### src/rtl/rca_pkg.sv
// Shared state type and default widths for the ripple-carry accumulator slice.
package rca_pkg;
  localparam int unsigned RCA_N     = 8;
  localparam int unsigned RCA_CNT_W = 8;

  typedef enum logic {ST_ACC, ST_DONE} state_t;
endpackage

### src/rtl/ripple_carry_adder.sv
// N-bit ripple-carry adder: carry propagates bit by bit from Cin to Cout.
module ripple_carry_adder #(
  parameter int unsigned N = 8
) (
  input  logic [N-1:0] A,
  input  logic [N-1:0] B,
  input  logic         Cin,
  output logic [N-1:0] Sum,
  output logic         Cout
);
  logic c;

  always_comb begin
    c   = Cin;
    Sum = '0;
    for (int unsigned i = 0; i < N; i++) begin
      Sum[i] = A[i] ^ B[i] ^ c;
      c      = (A[i] & B[i]) | (c & (A[i] ^ B[i]));
    end
    Cout = c;
  end
endmodule

### src/rtl/rca_stream_accumulator.sv
// Framed valid/ready accumulator around ripple_carry_adder; emits sum, sticky carry and beat count.
// Build option RCA_ACC_SATURATE_EN: accumulator pins to all ones after the first carry-out in a frame.
module rca_stream_accumulator
  import rca_pkg::*;
#(
  parameter int unsigned N     = RCA_N,
  parameter int unsigned CNT_W = RCA_CNT_W
) (
  input  logic             clk,
  input  logic             rst,
  input  logic             clr,
  input  logic             in_valid,
  output logic             in_ready,
  input  logic [N-1:0]     in_data,
  input  logic             in_last,
  output logic             out_valid,
  input  logic             out_ready,
  output logic [N-1:0]     out_sum,
  output logic             out_carry,
  output logic [CNT_W-1:0] out_count
);
  state_t           state_q, state_d;
  logic [N-1:0]     acc_q, acc_d;
  logic             sticky_q, sticky_d;
  logic [CNT_W-1:0] cnt_q, cnt_d;
  logic [N-1:0]     sum_q, sum_d;
  logic             carry_q, carry_d;
  logic [CNT_W-1:0] count_q, count_d;

  logic [N-1:0]     add_sum;
  logic             add_cout;
  logic [N-1:0]     acc_upd;
  logic             sticky_upd;
  logic [CNT_W-1:0] cnt_upd;
  logic             accept;

  ripple_carry_adder #(.N(N)) u_adder (
    .A   (acc_q),
    .B   (in_data),
    .Cin (1'b0),
    .Sum (add_sum),
    .Cout(add_cout)
  );

  always_ff @(posedge clk or posedge rst) begin
    if (rst) begin
      state_q  <= ST_ACC;
      acc_q    <= '0;
      sticky_q <= 1'b0;
      cnt_q    <= '0;
      sum_q    <= '0;
      carry_q  <= 1'b0;
      count_q  <= '0;
    end else begin
      state_q  <= state_d;
      acc_q    <= acc_d;
      sticky_q <= sticky_d;
      cnt_q    <= cnt_d;
      sum_q    <= sum_d;
      carry_q  <= carry_d;
      count_q  <= count_d;
    end
  end

  always_comb begin
    state_d = state_q;
    if (clr) begin
      state_d = ST_ACC;
    end else begin
      case (state_q)
        ST_ACC:  if (in_valid && in_last) state_d = ST_DONE;
        ST_DONE: if (out_ready)           state_d = ST_ACC;
        default: state_d = ST_ACC;
      endcase
    end
  end

  always_comb begin
    in_ready  = (state_q == ST_ACC);
    out_valid = (state_q == ST_DONE);
  end

  assign accept     = in_valid && in_ready && !clr;
  assign sticky_upd = sticky_q | add_cout;
  assign cnt_upd    = (cnt_q == '1) ? cnt_q : cnt_q + 1'b1;

`ifdef RCA_ACC_SATURATE_EN
  // sticky_q already set means an earlier beat overflowed: stay pinned.
  assign acc_upd = sticky_upd ? '1 : add_sum;
`else
  assign acc_upd = add_sum;
`endif

  always_comb begin
    acc_d    = acc_q;
    sticky_d = sticky_q;
    cnt_d    = cnt_q;
    sum_d    = sum_q;
    carry_d  = carry_q;
    count_d  = count_q;
    if (clr) begin
      acc_d    = '0;
      sticky_d = 1'b0;
      cnt_d    = '0;
    end else if (accept) begin
      if (in_last) begin
        sum_d    = acc_upd;
        carry_d  = sticky_upd;
        count_d  = cnt_upd;
        acc_d    = '0;
        sticky_d = 1'b0;
        cnt_d    = '0;
      end else begin
        acc_d    = acc_upd;
        sticky_d = sticky_upd;
        cnt_d    = cnt_upd;
      end
    end
  end

  assign out_sum   = sum_q;
  assign out_carry = carry_q;
  assign out_count = count_q;
endmodule

### config.mk
export PLATFORM = sky130hd
export DESIGN_NAME = rca_stream_accumulator
export DESIGN_NICKNAME = d
export VERILOG_FILES = /design/src/rtl/rca_pkg.sv /design/src/rtl/ripple_carry_adder.sv /design/src/rtl/rca_stream_accumulator.sv
export SDC_FILE = /design/constraint.sdc
export NUM_CORES = 1
export LEC_CHECK = 0
export CORE_MARGIN = 10
export CORE_UTILIZATION = 52
export DETAILED_ROUTE_END_ITERATION = 10
export PLACE_DENSITY = 0.79
export SETUP_SLACK_MARGIN = 0.2
export SLEW_MARGIN = 10
export SYNTH_ARGS = -nofsm -noshare
export SYNTH_HDL_FRONTEND = slang
export SYNTH_SLANG_ARGS = --single-unit
export TNS_END_PERCENT = 10
### constraint.sdc
create_clock -name clk -period 3.6 [get_ports clk]
set_input_delay 0.54 -clock clk [delete_from_list [all_inputs] [get_ports clk]]
set_output_delay 0.54 -clock clk [all_outputs]
set_load 0.03 [all_outputs]
==> metrics.txt, run 1 <==
Worst R2R Path Depth=12; register area share after synthesis=0.479; top-area cell type share of the netlist area=0.479; Max transition margin=0.451; initial drt markers=approximately 130; Area Growth Syn to Fin=23.2%; switching portion of total power=0.305; Cell Int Power=0.000643 W; clk sinks=35; layout cells sized above 1=0.144; required time of the critical path=3800 ps; worst slew pin tran=around 820 ps; Fin. Hold Viols=0; synthesized area=~1800 um^2; die height=slightly below 80 um; clock latency on the worst-skew pair=about 330 ps; gr ovfl total=0; post-synth top area cell=dfrtp_1; fin crit period=about 3400 ps; most frequent cells in the layout=dfrtp_1, clkdlybuf4s50_1, nand2_1, inv_1, o21ai_0; RSZ-0062 raised after global routing=true; Chip Width=approximately 80 um; Main synth FF type=dfrtp_1; outcome=finished, final reports clean; Post-Synth Simple-Gate Area=0.160; Power, Total=roughly 0.0009 W; top cells by area, synth=dfrtp_1, fa_1, nand2_1, inv_1, o21ai_0; DR pass1 iterations=5; max-slew violations=0; Critical Path End Type=register; global-route wire length before repair=between 7000 and 8000 um; Switch Pwr=roughly 0.00028 W; hpwl dp=roughly 3000 um; total track usage=0.139; hold path cells=2; Max Clk Rate=roughly 0.30 GHz; Sequential Power Share=0.484; syn_area_per_cell=10.1 um^2; CTS Hold Bufs=0; ys async rst share=1.00; top fanout value on the critical path=2; number of top-level pins=33; Setup Skew=about 14 ps; post-synthesis compound-gate area fraction=0.188; crit path kind=in -> reg; Syn Nets=203; DRC=0; Synth cell types=39; Yosys reg bits=35; cts bufs inserted=5; type of origin of the critical path=input port; Layout fillers=284; ANT cells=0; XOR/XNOR Fraction of Synth Area=0; commonest non-fill, non-tap cell in the layout=dfrtp_1; IO Port Bufs=32; combinational fraction of design power=0.257; Setup TNS Final=0 ps; Post-Syn Instances=between 150 and 200; Antenna Nets Post-Route=0; CTS tree=yes; largest family of logic cells by synthesized area=compound AO/OA/AOI/OAI gates; Routed WL=between 4000 and 5000 um; leakage=approximately 0.94 nW; register area=a little under 900 um^2; Hold Crit Class=reg -> reg; mux share of post-synthesis cell area=0.00616; worst-case clock buffer depth=2; vias=about 1,400; fin crit share=0.939; largest net degree at the start of global routing=36; GPL Wtd Cong=around 0.9; Pwr Density=just over 400 nW/um^2; CTS Root Cell=clkbuf_4; post-synthesis adder-cell area fraction=0.0904; Worst-path clk slew=approximately 100 ps; fin nets=between 200 and 250; drt wl/cell=~16 um; antenna violations before repair=0; final setup fails=0; Max IR drop VDD=257 uV; Core ar.=3360 um^2; number of global-route vias before repair=between 1,000 and 1,500; vias per cell=~5.6; Die ar.=around 6300 um^2; Ys Warns=0; Clock Power Share=0.259; multi-input combinational cell area=roughly 830 um^2; crit path DAT=~3600 ps; Max Cap Viol=0; Post-synth EDFFs=0; effective utilization at floorplan=0.543; H-tree levels=2; # rows=21
==> synth_stat cells (3+ instances only) <==
library cell and n:
o22ai_1 7, nor2_1 8, buf_2 4, fa_1 7, dfrtp_1 35, o31ai_1 6, and4_1 3, a41oi_1 3
nand2_1 20, a22o_1 3, clkbuf_1 8, nand3_1 7, a31oi_1 5, a21oi_1 5, o21ai_0 10, nand4_1 4
inv_1 18
==> power groups by stage <==
stage | Clock, W | Sequential, W | Combinational [W]
after floorplan | 0 | 0.000513 | 0.0000778
after global placement | 0 | 0.000455 | 0.000231
after detailed placement | 0 | 0.000456 | 0.000237
after CTS | 0.000245 | 0.000449 | 0.000239
after global routing | 0.000262 | 0.000453 | 0.000260
final | 0.000239 | 0.000448 | 0.000238
==> routing by layer <==
layer | track usage | up-vias | share of wire
li1 | - | 697 | -
met1 | 0.170 | 663 | 0.42
met2 | 0.227 | 60 | 0.48
met3 | 0.0518 | 4 | 0.085
met4 | 0.0323 | 0 | 0.0077
met5 | 0 | - | 0
==> final timing paths <==
path	startpoint	end	slack (ps)
min	out_count[3]	out_count[3]	480
min reg2reg	out_count[3]	out_count[3]	480
max	in_data[0]	acc_q[7]	220
max in group asynchronous	rst	cnt_q[2]	2680
max reg2reg	acc_q[0]	acc_q[7]	230
min in group asynchronous	rst	out_sum[7]	610
==> flip-flops by register name, indices dropped and copies added, names as in the netlist <==
name,flops
out_carry,1
out_count,8
cnt_q,8
acc_q,8
sticky_q,1
out_valid,1
out_sum,8
==> cell families (layout without fill, tap and decap cells) <==
logic type	after synthesis	in the layout
simple gates	54	54
compound gates	48	48
flops	35	35
buf+inv	33	62
fa+ha+maj	9	9
mux	1	1
==> stage by stage <==
step / instance area (um^2) / instances / util / setup WS (ps) / hold slack [ps]
after CTS: 2250 / 255 / 0.668 / 134 / 492
after global routing: 2250 / 255 / 0.669 / 135 / 519
after global placement: 2160 / 246 / 0.644 / -322 / 461
final: 2250 / 255 / 0.669 / 221 / 482
after floorplan: 1840 / 180 / - / 201 / 470
after detailed placement: 2160 / 246 / 0.644 / -411 / 470
==> final cells by class <==
class                   count  share of cell area
clock buffers               8              0.0306
well taps                  46              0.0256
flip-flops and latches     35               0.389
repair buffers             36               0.155
multi-input cells         112               0.370
inverters                  18              0.0300
==> worst max-delay path, cell delays in order <==
cell and delay (ps):
clkdlybuf4s15_1 170, ha_2 170, inv_2 40, fa_2 340
fa_2 390, fa_2 340, fa_2 340, inv_2 60
fa_2 180, inv_2 40, fa_2 330, fa_1 550
o22ai_1 100
==> what timing repair did <==
item,4_1_cts,5_1_grt
setup endpoints to repair,4,4
resized for setup,10,1
setup buffers,1,0
pin swaps,9,10
endpoints found under the hold margin,0,0
(Power assumes the default switching activity.)
==> run 2, diff against run 1 <==
--- a/config.mk
+++ b/config.mk
@@ -5,10 +5,11 @@
 export SDC_FILE = /design/constraint.sdc
 export NUM_CORES = 1
 export LEC_CHECK = 0
-export CORE_MARGIN = 10
 export CORE_UTILIZATION = 52
+export CTS_BUF_LIST = sky130_fd_sc_hd__clkbuf_4 sky130_fd_sc_hd__clkbuf_8 sky130_fd_sc_hd__clkbuf_16
 export DETAILED_ROUTE_END_ITERATION = 10
 export PLACE_DENSITY = 0.79
+export REMOVE_ABC_BUFFERS = 1
 export SETUP_SLACK_MARGIN = 0.2
 export SLEW_MARGIN = 10
 export SYNTH_ARGS = -nofsm -noshare
==> metrics.txt, run 2 (same netlist as run 1, synthesis figures left out) <==
leakage=0.935 nW (was 0.936 nW); fin nets=230 (was 231); reg-to-reg endpoint=acc_q[7] (unchanged); Max Clk Rate=0.283 GHz (was 0.296 GHz); drt wl/cell=15.4 um (was 15.8 um); hpwl dp=2670 um (was 2920 um); fin area=2250 um^2 (about the same); GPL Wtd Cong=0.822 (was 0.875); largest net degree at the start of global routing=36 (unchanged); top fanout value on the critical path=2 (unchanged); H-tree levels=2 (unchanged); Critical Path End Type=register (unchanged); IO Port Bufs=32 (unchanged); initial drt markers=69 (was 126); Core ar.=3360 um^2 (unchanged); global-route wire length before repair=6410 um (was 7160 um); worst slew pin tran=871 ps (was 821 ps); Max Cap Viol=0 (unchanged); die height=61.3 um (was 79.3 um); fin crit share=0.982 (was 0.939); Hold Crit Class=reg -> reg (unchanged); crit path kind=in -> reg (unchanged); number of global-route vias before repair=1,380 (was 1,481); clk sinks=35 (unchanged); most frequent cells in the layout=dfrtp_1, clkdlybuf4s50_1, nand2_1, inv_1, o21ai_0 (unchanged); worst-case clock buffer depth=2 (unchanged); multi-input combinational cell area=830 um^2 (was 832 um^2); register area=876 um^2 (unchanged); fin crit period=3530 ps (was 3380 ps); Max transition margin=0.418 (was 0.451); ANT cells=0 (unchanged); Hold Path Sink=out_sum[0] (was out_count[3]); cts bufs inserted=5 (unchanged); Pwr Density=418 nW/um^2 (was 411 nW/um^2); Fin. Hold Viols=0 (unchanged); Core Util, Final=0.668 (was 0.669); Worst-path clk slew=100 ps (about the same); Die ar.=3750 um^2 (was 6280 um^2); gr ovfl total=0 (unchanged); CTS tree=yes (unchanged); type of origin of the critical path=input port (unchanged); final worst slack=65.7 ps (was 221 ps); commonest non-fill, non-tap cell in the layout=dfrtp_1 (unchanged); outcome=finished, final reports clean (unchanged); dpl cell area=2150 um^2 (was 2160 um^2); Antenna Nets Post-Route=0 (unchanged); DR pass1 iterations=4 (was 5); required time of the critical path=3820 ps (was 3800 ps); Worst R2R Path Depth=12 (unchanged); clock latency on the worst-skew pair=350 ps (was 330 ps); R2R setup slack=320 ps (was 230 ps); worst slack at placement=-564 ps (was -411 ps); layout cells sized above 1=0.125 (was 0.144); number of top-level pins=33 (unchanged); RSZ-0062 raised after global routing=true (unchanged); Setup Skew=11.5 ps (was 13.7 ps); vias per cell=5.74 (was 5.58); # rows=21 (unchanged); vias=1,459 (was 1,424); Routed WL=3920 um (was 4030 um); final setup fails=0 (unchanged); antenna violations before repair=0 (unchanged); effective utilization at floorplan=0.543 (unchanged); total track usage=0.242 (was 0.139); Worst Hold Launch=out_sum[0] (was out_count[3]); CTS Hold Bufs=0 (unchanged); Layout fillers=301 (was 284); Max IR drop VDD=228 uV (was 257 uV); post-CTS setup buffers=0 (was 1); hold path cells=2 (unchanged); max-slew violations=0 (unchanged); crit path DAT=3760 ps (was 3580 ps); Critical R2R Launch=acc_q[0] (unchanged); DRC=0 (unchanged); CTS Root Cell=clkbuf_4 (unchanged); Chip Width=61.3 um (was 79.3 um); Area Growth Syn to Fin=22.9% (was 23.2%)
[run 2: area by class of cell]
| type | count | share of cell area |
|---|---|---|
| tap | 46 | 0.0256 |
| multi-input combinational | 112 | 0.369 |
| sequential | 35 | 0.390 |
| inverter | 18 | 0.0301 |
| clock buffer | 8 | 0.0323 |
| timing repair buffer | 35 | 0.153 |
[run 2: critical path, cell delays in order]
cell             delay [ps]
clkdlybuf4s50_1         460
ha_1                    140
inv_1                    50
fa_2                    330
fa_2                    350
fa_2                    350
fa_2                    340
inv_2                    60
fa_1                    150
inv_1                    50
fa_2                    340
fa_1                    500
o22ai_1                  90
[run 2: layer usage]
metal / share of wire / GRT usage
met1: 0.44 / 0.316
met2: 0.48 / 0.370
met3: 0.053 / 0.0609
met4: 0.025 / 0.136
met5: 0 / 0
[run 2: worst max-delay path by stage]
stage | from | to | slack [ps] | cells past startpoint
2_1_floorplan | in_data[0] | out_sum[7] | 70 | 12
3_3_place_gp | in_data[0] | acc_q[7] | -450 | 13
3_5_place_dp | in_data[0] | acc_q[7] | -560 | 13
4_1_cts | in_data[0] | acc_q[7] | 60 | 13
5_1_grt | in_data[0] | acc_q[7] | -40 | 13
6_report | in_data[0] | acc_q[7] | 70 | 13
[run 2: timing repair]
item,in CTS,in global routing
resized for setup,6,2
setup endpoints to repair,4,4
pin swaps,1,0
[run 2: report_power, final]
group / internal, W / leakage (nW) / switching [W]
Sequential: 0.000428 / 0.467 / 0.0000205
Clock: 0.000122 / 0.0420 / 0.000133
Combinational: 0.0000988 / 0.426 / 0.000135
Total: 0.000649 / 0.935 / 0.000289
[run 2: through the flow]
stage	setup TNS [ps]	hold WS (ps)	std cells	total power [W]
final	0	487	254	0.000939
after global routing	-73.6	511	254	0.000988
after CTS	0	495	254	0.000946
after detailed placement	-2410	470	246	0.000688
after global placement	-1730	460	246	0.000681
after floorplan	0	470	165	0.000585
==> run 3, diff against run 2 <==
--- a/config.mk
+++ b/config.mk
@@ -8,6 +8,7 @@
 export CORE_UTILIZATION = 52
 export CTS_BUF_LIST = sky130_fd_sc_hd__clkbuf_4 sky130_fd_sc_hd__clkbuf_8 sky130_fd_sc_hd__clkbuf_16
 export DETAILED_ROUTE_END_ITERATION = 10
+export GPL_TIMING_DRIVEN = 0
 export PLACE_DENSITY = 0.79
 export REMOVE_ABC_BUFFERS = 1
 export SETUP_SLACK_MARGIN = 0.2
==> metrics.txt, run 3 (same netlist as run 1, synthesis figures left out) <==
worst slack at placement=-590 ps (was -564 ps); vias=1,431 (was 1,459); Max IR drop VDD=249 uV (was 228 uV); RSZ-0062 raised after global routing=true (unchanged); GPL Wtd Cong=0.842 (was 0.822); Setup TNS Final=0 ps (unchanged); slowest stage delay, CP=520 ps (was 500 ps); initial drt markers=61 (was 69); layout cells sized above 1=0.150 (was 0.125); worst-path cell chain=clkdlybuf4s15_2 > ha_2 > inv_2 > fa_2 > fa_2 > fa_2 > fa_2 > inv_2 > fa_2 > inv_2 > fa_2 > fa_1 > o21ai_1 (was clkdlybuf4s50_1 > ha_1 > inv_1 > fa_2 > fa_2 > fa_2 > fa_2 > inv_2 > fa_1 > inv_1 > fa_2 > fa_1 > o22ai_1); worst-case clock buffer depth=2 (unchanged); final setup fails=0 (unchanged); # rows=21 (unchanged); effective utilization at floorplan=0.543 (unchanged); fin crit period=3340 ps (was 3530 ps); largest net degree at the start of global routing=36 (unchanged); IO Port Bufs=32 (unchanged); Crit path max-delay family=adder cells (unchanged); dpl cell area=2130 um^2 (was 2150 um^2); fin crit share=0.928 (was 0.982); Sequential Power Share=0.482 (was 0.478); global-route wire length before repair=5990 um (was 6410 um); Die ar.=3750 um^2 (unchanged); crit path kind=in -> reg (unchanged); fin nets=228 (was 230); die height=61.3 um (unchanged); required time of the critical path=3780 ps (was 3820 ps); Routed WL=3710 um (was 3920 um); Chip Width=61.3 um (unchanged); ANT cells=0 (unchanged); combinational fraction of design power=0.249 (about the same); clock latency on the worst-skew pair=340 ps (was 350 ps); hpwl dp=2540 um (was 2670 um); Max Clk Rate=0.299 GHz (was 0.283 GHz); Switch Pwr=0.000285 W (was 0.000289 W); vias per cell=5.68 (was 5.74); Layout fillers=289 (was 301); clk sinks=35 (unchanged); fin area=2240 um^2 (was 2250 um^2); commonest non-fill, non-tap cell in the layout=dfrtp_1 (unchanged); Cell Int Power=0.000648 W (was 0.000649 W); cts bufs inserted=5 (unchanged); Clock Power Share=0.269 (was 0.273); Area Growth Syn to Fin=22.4% (was 22.9%); max-slew violations=0 (unchanged); CTS tree=yes (unchanged); number of top-level pins=33 (unchanged); top fanout value on the critical path=2 (unchanged); final worst slack=260 ps (was 65.7 ps); most frequent cells in the layout=dfrtp_1, clkdlybuf4s50_1, nand2_1, inv_1, o21ai_0 (unchanged); antenna violations before repair=0 (unchanged); switching portion of total power=0.305 (was 0.308); total track usage=0.225 (was 0.242); Core Util, Final=0.665 (was 0.668); Pwr Density=417 nW/um^2 (was 418 nW/um^2); number of global-route vias before repair=1,379 (was 1,380); Critical Path End Type=register (unchanged); CP bufs+invs=4 (unchanged); DR pass1 iterations=4 (unchanged); Setup Skew=10.7 ps (was 11.5 ps); Max Cap Viol=0 (unchanged); crit path DAT=3520 ps (was 3760 ps); drt wl/cell=14.7 um (was 15.4 um); Worst path most repeated cell=fa_2 (unchanged); worst slew pin tran=1140 ps (was 871 ps); Antenna Nets Post-Route=0 (unchanged); Max transition margin=0.237 (was 0.418); type of origin of the critical path=input port (unchanged); Hold Crit Class=reg -> reg (unchanged); leakage=0.923 nW (was 0.935 nW); Fin. Hold Viols=0 (unchanged); DRC=0 (unchanged); H-tree levels=2 (unchanged); CTS Root Cell=clkbuf_4 (unchanged); gr ovfl total=0 (unchanged); Worst-path clk slew=100 ps (about the same); CP max stage cell=fa_1 (unchanged); Core ar.=3360 um^2 (unchanged); outcome=finished, final reports clean (unchanged)
[run 3: changes by cell type in the layout (fill, tap and decap cells not counted), sizes merged]
cell           previous run  this run
buf                       3         1
clkdlybuf4s50            32        30
clkdlybuf4s15             0         1
dlygate4sd2               0         1
[run 3: path summary, 6_finish.rpt]
path	from	end	slack, ps	cells past startpoint
worst min-delay path	out_count[3]	out_count[3]	490	2
worst max register to register	acc_q[0]	out_sum[7]	270	12
max in group asynchronous	rst	sticky_q	2510	2
min in group asynchronous	rst	acc_q[1]	630	2
worst max-delay path	in_data[0]	out_sum[7]	260	13
worst min register to register	out_count[3]	out_count[3]	490	2
[run 3: repair_timing]
| action | in CTS | in global routing |
|---|---|---|
| hold buffers | 0 | 0 |
| endpoints found under the setup margin | 6 | 4 |
| pin swaps | 10 | 8 |
| buffers inserted | 1 | 0 |
| resized for setup | 16 | 0 |
[run 3: metal layers]
layer / GRT usage / routed length (um)
met3: 0.0462 / 190
met4: 0.123 / 60
met2: 0.370 / 1810
met5: 0 / 0
met1: 0.279 / 1650
[run 3: final cells by class]
type	count	area, um^2	area share
Inverter	18	67.6	0.0302
Sequential cell	35	876	0.392
Tap cell	46	57.6	0.0257
Timing Repair Buffer	33	328	0.147
Clock buffer	8	72.6	0.0325
Multi-Input combinational cell	112	835	0.373
[run 3: tightest hold or removal path, stage by stage, from the launching register on]
cell     delay, ps
dfrtp_1        360
nand2_1         50
o31ai_1         50
[run 3: power by group through the flow]
stage	clock, W	sequential (W)	combinational [W]
global placement	0	0.000455	0.000222
global route	0.000273	0.000455	0.000251
CTS	0.000260	0.000449	0.000234
detailed placement	0	0.000457	0.000229
floorplan	0	0.000514	0.0000705
finish	0.000251	0.000450	0.000232
[run 3: stage by stage]
stage               power (W)  hold WS [ps]  instances
floorplan            0.000585           470        165
global placement     0.000677           460        243
detailed placement   0.000687           466        243
CTS                  0.000944           489        252
global route         0.000979           514        252
finish               0.000933           485        252
